File: config.mk
export PLATFORM = sky130hd
export DESIGN_NAME = cpu_trace_buffer
export DESIGN_NICKNAME = d
export VERILOG_FILES = /design/src/rtl/cpu_trace_buffer.sv
export SDC_FILE = /design/constraint.sdc
export NUM_CORES = 2
export LEC_CHECK = 0
export CAP_MARGIN = 20
export CORE_MARGIN = 8
export CORE_UTILIZATION = 54
export DETAILED_ROUTE_END_ITERATION = 8
export DONT_BUFFER_PORTS = 1
export PLACE_DENSITY = 0.69
export SYNTH_ARGS = -nofsm -noshare
export SYNTH_HDL_FRONTEND = slang
export SYNTH_SLANG_ARGS = --single-unit
File: constraint.sdc
create_clock -name clk -period 10 [get_ports clk]
set_clock_uncertainty 0.2 [all_clocks]
set_input_delay 0.5 -clock clk [delete_from_list [all_inputs] [get_ports clk]]
set_output_delay 0.5 -clock clk [all_outputs]
set_load 0.05 [all_outputs]
File: src/rtl/cpu_trace_buffer.sv
// Instruction trace buffer: circular capture of retired-instruction samples
// around a trigger, followed by oldest-first readout.
module cpu_trace_buffer #(
    parameter int XLEN      = 32,
    parameter int DEPTH     = 16,
    parameter int POST_TRIG = 8
) (
    input  logic                     clk,
    input  logic                     reset,
    input  logic                     arm,
    input  logic                     trig,
    input  logic                     valid_in,
    input  logic [XLEN-1:0]          PC_in,
    input  logic [XLEN-1:0]          instr_in,
    input  logic [XLEN-1:0]          ALUres_in,
    input  logic                     rd_en,
    output logic [XLEN-1:0]          rd_PC,
    output logic [XLEN-1:0]          rd_instr,
    output logic [XLEN-1:0]          rd_ALUres,
    output logic                     rd_valid,
    output logic [1:0]               state,
    output logic [$clog2(DEPTH):0]   count,
    output logic                     wrapped
);

    localparam int AW = $clog2(DEPTH);
    localparam logic [AW:0] FULL = (AW+1)'(DEPTH);
    localparam logic [AW-1:0] POST_INIT = AW'(POST_TRIG);
    localparam logic NO_POST = (POST_TRIG == 0);

    typedef enum logic [1:0] {
        S_IDLE  = 2'd0,
        S_ARMED = 2'd1,
        S_POST  = 2'd2,
        S_DONE  = 2'd3
    } state_t;

    state_t            r_state;
    state_t            w_state_nx;
    logic [AW-1:0]     r_wp;
    logic [AW-1:0]     w_wp_nx;
    logic [AW-1:0]     r_rp;
    logic [AW-1:0]     w_rp_nx;
    logic [AW:0]       r_count;
    logic [AW:0]       w_count_nx;
    logic              r_wrapped;
    logic              w_wrapped_nx;
    logic [AW-1:0]     r_post;
    logic [AW-1:0]     w_post_nx;
    logic              w_we;
    logic              w_rd_fire;

    logic [3*XLEN-1:0] r_mem [DEPTH];
    logic              r_rd_valid;
    logic [XLEN-1:0]   r_rd_pc;
    logic [XLEN-1:0]   r_rd_instr;
    logic [XLEN-1:0]   r_rd_alu;

    always_ff @(posedge clk or posedge reset) begin
        if (reset) begin
            r_state   <= S_IDLE;
            r_wp      <= '0;
            r_rp      <= '0;
            r_count   <= '0;
            r_wrapped <= 1'b0;
            r_post    <= '0;
        end else begin
            r_state   <= w_state_nx;
            r_wp      <= w_wp_nx;
            r_rp      <= w_rp_nx;
            r_count   <= w_count_nx;
            r_wrapped <= w_wrapped_nx;
            r_post    <= w_post_nx;
        end
    end

    always_comb begin
        w_state_nx   = r_state;
        w_wp_nx      = r_wp;
        w_rp_nx      = r_rp;
        w_count_nx   = r_count;
        w_wrapped_nx = r_wrapped;
        w_post_nx    = r_post;
        w_we         = 1'b0;
        w_rd_fire    = 1'b0;
        if (arm) begin
            w_state_nx   = S_ARMED;
            w_wp_nx      = '0;
            w_rp_nx      = '0;
            w_count_nx   = '0;
            w_wrapped_nx = 1'b0;
            w_post_nx    = '0;
        end else begin
            unique case (r_state)
                S_IDLE: begin
                end
                S_ARMED, S_POST: begin
                    if (valid_in) begin
                        w_we    = 1'b1;
                        w_wp_nx = r_wp + 1'b1;
                        // Full buffer: oldest entry is overwritten in place
                        if (r_count == FULL) begin
                            w_wrapped_nx = 1'b1;
                        end else begin
                            w_count_nx = r_count + 1'b1;
                        end
                        if (r_state == S_ARMED) begin
                            if (trig) begin
                                if (NO_POST) begin
                                    w_state_nx = S_DONE;
                                end else begin
                                    w_state_nx = S_POST;
                                    w_post_nx  = POST_INIT;
                                end
                            end
                        end else begin
                            w_post_nx = r_post - 1'b1;
                            if (r_post == AW'(1)) begin
                                w_state_nx = S_DONE;
                            end
                        end
                    end
                end
                S_DONE: begin
                    if (rd_en && (r_count != '0)) begin
                        w_rd_fire  = 1'b1;
                        w_rp_nx    = r_rp + 1'b1;
                        w_count_nx = r_count - 1'b1;
                    end
                end
                default: begin
                end
            endcase
            // Point readout at the oldest surviving entry
            if ((w_state_nx == S_DONE) && (r_state != S_DONE)) begin
                w_rp_nx = w_wp_nx - w_count_nx[AW-1:0];
            end
        end
    end

    always_ff @(posedge clk) begin
        if (w_we) begin
            r_mem[r_wp] <= {PC_in, instr_in, ALUres_in};
        end
    end

    always_ff @(posedge clk or posedge reset) begin
        if (reset) begin
            r_rd_valid <= 1'b0;
            r_rd_pc    <= '0;
            r_rd_instr <= '0;
            r_rd_alu   <= '0;
        end else begin
            r_rd_valid <= w_rd_fire;
            if (w_rd_fire) begin
                r_rd_pc    <= r_mem[r_rp][3*XLEN-1:2*XLEN];
                r_rd_instr <= r_mem[r_rp][2*XLEN-1:XLEN];
                r_rd_alu   <= r_mem[r_rp][XLEN-1:0];
            end
        end
    end

    assign state     = r_state;
    assign count     = r_count;
    assign wrapped   = r_wrapped;
    assign rd_valid  = r_rd_valid;
    assign rd_PC     = r_rd_pc;
    assign rd_instr  = r_rd_instr;
    assign rd_ALUres = r_rd_alu;

endmodule

### After elaboration in Yosys (flattened, before gate mapping)

Memory sizes are Yosys's and may differ from the RTL's. A register that Yosys moved wholly into a read port is not among the register bits.
Cells that the tools add are included.
W data, S select, Z words.

* bits in registers: 21
* bits in writable memories: 1536
* bits of input ports: 102
* output and inout port bits: 105
* word-level logic and storage cells: 78
* memories: 1

Memory list
* r_mem: words 16, bits a word 96, rd ports 1, clocked after memory_dff 1, write ports 1, RTL line 53 `logic [3*XLEN-1:0] r_mem [DEPTH];`

* $add $sub $neg: 6
* equal/unequal tests: 11
* muxes and demuxes: 38
* reduce and logical (&&, ||, !) cells: 14

Operators by type and width (number)
* $mux W4: 13
* $mux W5: 5
* $mux W2: 7
* $mux W1: 12
* $ne A3 B3 Y1 const B: 4
* $pmux W5 S2: 1
* $reduce_bool A3 Y1: 3
* $add A4 B1 Y4 const B: 2
* $eq A2 B2 Y1 const B: 3
* $reduce_and A3 Y1: 2
* $reduce_bool A2 Y1: 3
* $add A5 B1 Y5 const B: 1
* $eq A5 B5 Y1 const B: 1
* $reduce_bool A5 Y1: 1
* $sub A5 B1 Y5 const B: 1
* $eq A4 B1 Y1 const B: 1
* $reduce_and A4 Y1: 1
* $sub A4 B1 Y4 const B: 1
* $sub A4 B4 Y4: 1
* $eq A2 B1 Y1 const B: 1
* $logic_and A1 B1 Y1: 2
* $ne A2 B2 Y1 const B: 1
* $reduce_and A2 Y1: 1
* $reduce_or A2 Y1: 1

### Depth between registers and ports, before layout

* depth after elaboration: 10
* gate-level depth with buffers: 15
* gate-level depth less buffers: 13

### Least setup slack after synthesis

No wires, ideal clock.

* kind: reg-to-reg
* start: register r_state[1], in the netlist state[1]
* end: memory r_mem[0][0] (netlist bit), enable pin
* arrival time: 6.087 ns
* required time: 9.248 ns
* slack: 3.161 ns
* stages on the path, launching flop included: 9
* buffers on the path: 3
* period minus slack after synthesis: 6.839 ns
* cell sequence: dfrtp_1 -> inv_1 -> ha_1 -> clkbuf_1 -> and2_1 -> clkbuf_1 -> clkbuf_1 -> nand2_1 -> nor2_1

* word-level cells in the longest chain between the ends: 6
* elaborated cells on any way between the ends: 7
* those cells by class: 2 x eq/ne; 4 x mux; 1 x reduce/logical

Ends and longest elaborated chain
* from (decl): RTL line 38 `state_t r_state;`
* from (signal assigned): RTL line 68 `r_state <= w_state_nx;`
* $eq A2 B1 Y1 / $eq A2 B2 Y1 (equally long branches): RTL line 94 `unique case (r_state)`
* $reduce_or A2 Y1 *: RTL line 94
* $mux W1 *: RTL line 94
* $mux W1 *: RTL line 86 `if (arm) begin`
* $mux W1 *: RTL line 142 `if (w_we) begin`
* $mux W1 (not written as such) *: RTL line 143 `r_mem[r_wp] <= {PC_in, instr_in, ALUres_in};`
* to (decl): RTL line 53

Every way passes the cells marked *; elsewhere a longest branch is shown, timed or not.

### Final worst setup path

* start: register r_state[1], in the netlist state[1]
* end: memory r_mem[15][34] (netlist bit), enable pin

Same word-level chain as after synthesis.

==> results_dict.tcl <==
set metrics [dict create \
    drt_iter0_markers 2715 \
    die_h_um 358 \
    mappedNetlistArea_sq_um 63000 \
    drive_above_1_share_pct 25.6 \
    synth_nets 2929 \
    outcome "finished, final reports clean" \
    fin_crit_ps 5280 \
    ys_types 52 \
    avgSynthCellArea_sq_um 22.4 \
    async_flop_share_pct 7.08 \
    start_util_pct 54.4 \
    multi_input_area_sq_um 13200 \
    syn2layout_area_growth_pct 12.9 \
    cp-end-kind "flip-flop" \
    antenna_found_initial 26 \
    finalSetupViolCount 0 \
    slew_headroom_pct 25.2 \
    design_area_sq_um 71100 \
    ir_worst_vdd_v 0.000208 \
    cp.required_ps 10160 \
    place_area_sq_um 64700 \
    vias 28800 \
    gp_congestion 0.748 \
    synth_area_leader_cell "edfxtp_1" \
    rows 125 \
    leakage_nw 22.3 \
    synth_most_common_cell "edfxtp_1" \
    slew_violations 0 \
    netlist_instances 2810 \
    grt_overflow 0 \
    drcViolationCount 0 \
    nFillCells 7696 \
    post-cts-setup-buffers 0 \
    tns_ps 0 \
    grt_pass1_wl_mm 205 \
    hp-class "primary input to flip-flop" \
    postRouteAntennaNets 0 \
    dp_hpwl_mm 72.1 \
    synth_edf_count 1536 \
    ioPinCount 207 \
    fmax_ghz 0.189 \
    grt.total_usage_pct 21.7 \
    timing.critical_path.arrival_ps 5440 \
    clk_pin_slew_ps 60 \
    wl_per_cell_um 29.5 \
    post-route-period-util_pct 52.8 \
    cts_tree "yes" \
    clk_latency_ps 750 \
    grt_max_degree 156 \
    grt_pass1_vias 30500 \
    finalHoldViolCount 0 \
    place_ws_ps 4750 \
    yosys-top-cells-count "edfxtp_1, mux4_2, nand2_1, dfrtp_1, o21ai_1" \
    drtPass1Iterations 5 \
    h-tree-depth 4 \
    dieWidth_um 358 \
    io_buffers 0 \
    ys_top_cells_by_area "edfxtp_1, mux4_2, dfrtp_1, nand2_1, mux2_2" \
    die_area_sq_um 128000 \
    register_area_sq_um 49100 \
    cts_buffer_depth 3 \
    synth-seq-cells 1653 \
    ys.warnings.count 0 \
    startpoint_type "flip-flop" \
    nets 3108 \
    ys_seq_area_share_pct 77.9 \
    viasPerCell 6.17 \
    setup_slack_ps 4720 \
    powerDensity_nw_per_um2 226 \
    tightest_slew_ps 1120 \
    rsz0062_at_grt "false" \
    coreArea_sq_um 116000 \
    synth_top_area_share_pct 73.2 \
    worstSetupPathType "flip-flop to flip-flop" \
    crit_fanout 39 \
    cts_buffers 164 \
    wl_mm 138 \
    cts_root_buf "clkbuf_16" \
    cts_sinks 1653 \
    cap_violations 0 \
    synthFlopType "edfxtp_1" \
]
==> power breakdown <==
| group | leakage, nW | internal (mW) | switching, mW | total [mW] |
|---|---|---|---|---|
| Sequential | 15.4 | 7.80 | 0.878 | 8.67 |
| Clock | 2.55 | 3.41 | 2.51 | 5.92 |
| Combinational | 4.39 | 0.692 | 0.753 | 1.45 |
| Total | 22.3 | 11.9 | 4.14 | 16.0 |
==> worst paths after layout <==
kind / slack (ps) / cells past startpoint / endpoint / startpoint
worst max-delay path: 4720 / 7 / r_mem[15][34] / state[1]
worst min register to register: 380 / 2 / r_post[1] / r_post[1]
max in group asynchronous: 8060 / 3 / r_rp[0] / reset
min in group asynchronous: 210 / 2 / rd_instr[2] / reset
worst min-delay path: 110 / 4 / count[3] / valid_in
worst max register to register: 4720 / 7 / r_mem[15][34] / state[1]
==> what timing repair did <==
| action | 4_1_cts | 5_1_grt |
|---|---|---|
| hold buffers | 102 | 0 |
| resized for setup | 0 | 0 |
| endpoints found under the hold margin | 1631 | 0 |
==> kinds of logic (layout without fill, tap and decap cells) <==
logic type	count (synthesis)	count (layout)	synth area share, %
AO/OA/AOI/OAI	115	115	1.03
AND/OR/NAND/NOR	337	337	2.20
buffers and inverters	160	474	1.31
other	0	17	0
XOR/XNOR	6	6	0.0834
adder cells (fa/ha/maj)	17	17	0.350
flip-flops	1653	1653	77.9
multiplexers	522	522	17.2
==> sequential cells by signal, summed over array words and instances (netlist names) <==
register	cells
rd_ALUres	32
rd_PC	32
r_mem	1536
r_rp	4
rd_valid	1
r_wp	4
wrapped	1
rd_instr	32
state	2
count	5
r_post	4
==> layout by cell type (no fill, tap or decap), drive strengths merged, types with 39 or more instances in the layout <==
| master | synthesis | final |
|---|---|---|
| buf | 86 | 56 |
| clkbuf | 59 | 226 |
| clkinv | 0 | 57 |
| dfrtp | 117 | 117 |
| dlygate4sd3 | 0 | 102 |
| edfxtp | 1536 | 1536 |
| mux2 | 39 | 39 |
| mux2i | 40 | 40 |
| mux4 | 443 | 443 |
| nand2 | 266 | 266 |
| o21ai | 83 | 83 |
==> area by class of cell <==
type / count / share of cell area [%]
timing repair buffer: 158 / 2.22
antenna: 17 / 0.0598
clock buffer: 226 / 6.37
sequential: 1653 / 69.0
multi-input combinational: 997 / 18.6
tap: 1524 / 2.68
clock inverter: 75 / 0.955
inverter: 15 / 0.0862
==> through the flow <==
| stage | utilization, % | hold slack, ps | std cells | power [mW] |
|---|---|---|---|---|
| 6_report | 61.4 | 114 | 4665 | 16.0 |
| 5_1_grt | 61.3 | 155 | 4655 | 16.6 |
| 4_1_cts | 61.2 | 65.4 | 4644 | 16.2 |
| 3_5_place_dp | 55.9 | 348 | 4241 | 10.2 |
| 3_3_place_gp | 55.8 | 323 | 4240 | 10.1 |
| 2_1_floorplan | - | 307 | 2810 | 9.79 |
==> metal layers <==
| layer | global-route usage (%) | wire, um | vias to the layer above |
|---|---|---|---|
| li1 | - | - | 12000 |
| met2 | 36.2 | 69900 | 1100 |
| met4 | 5.48 | 2290 | 18 |
| met1 | 29.5 | 55100 | 15500 |
| met3 | 4.87 | 10300 | 179 |
| met5 | 0 | 118 | - |
==> worst max-delay path, stage by stage, from the launching register on <==
cell and delay [ps]:
dfrtp_1 690, inv_1 180, ha_1 460, and2_1 530, nand2_1 420, nor2_4 930
buf_4 660, buf_4 710
Power figures use the tool's default switching activity.
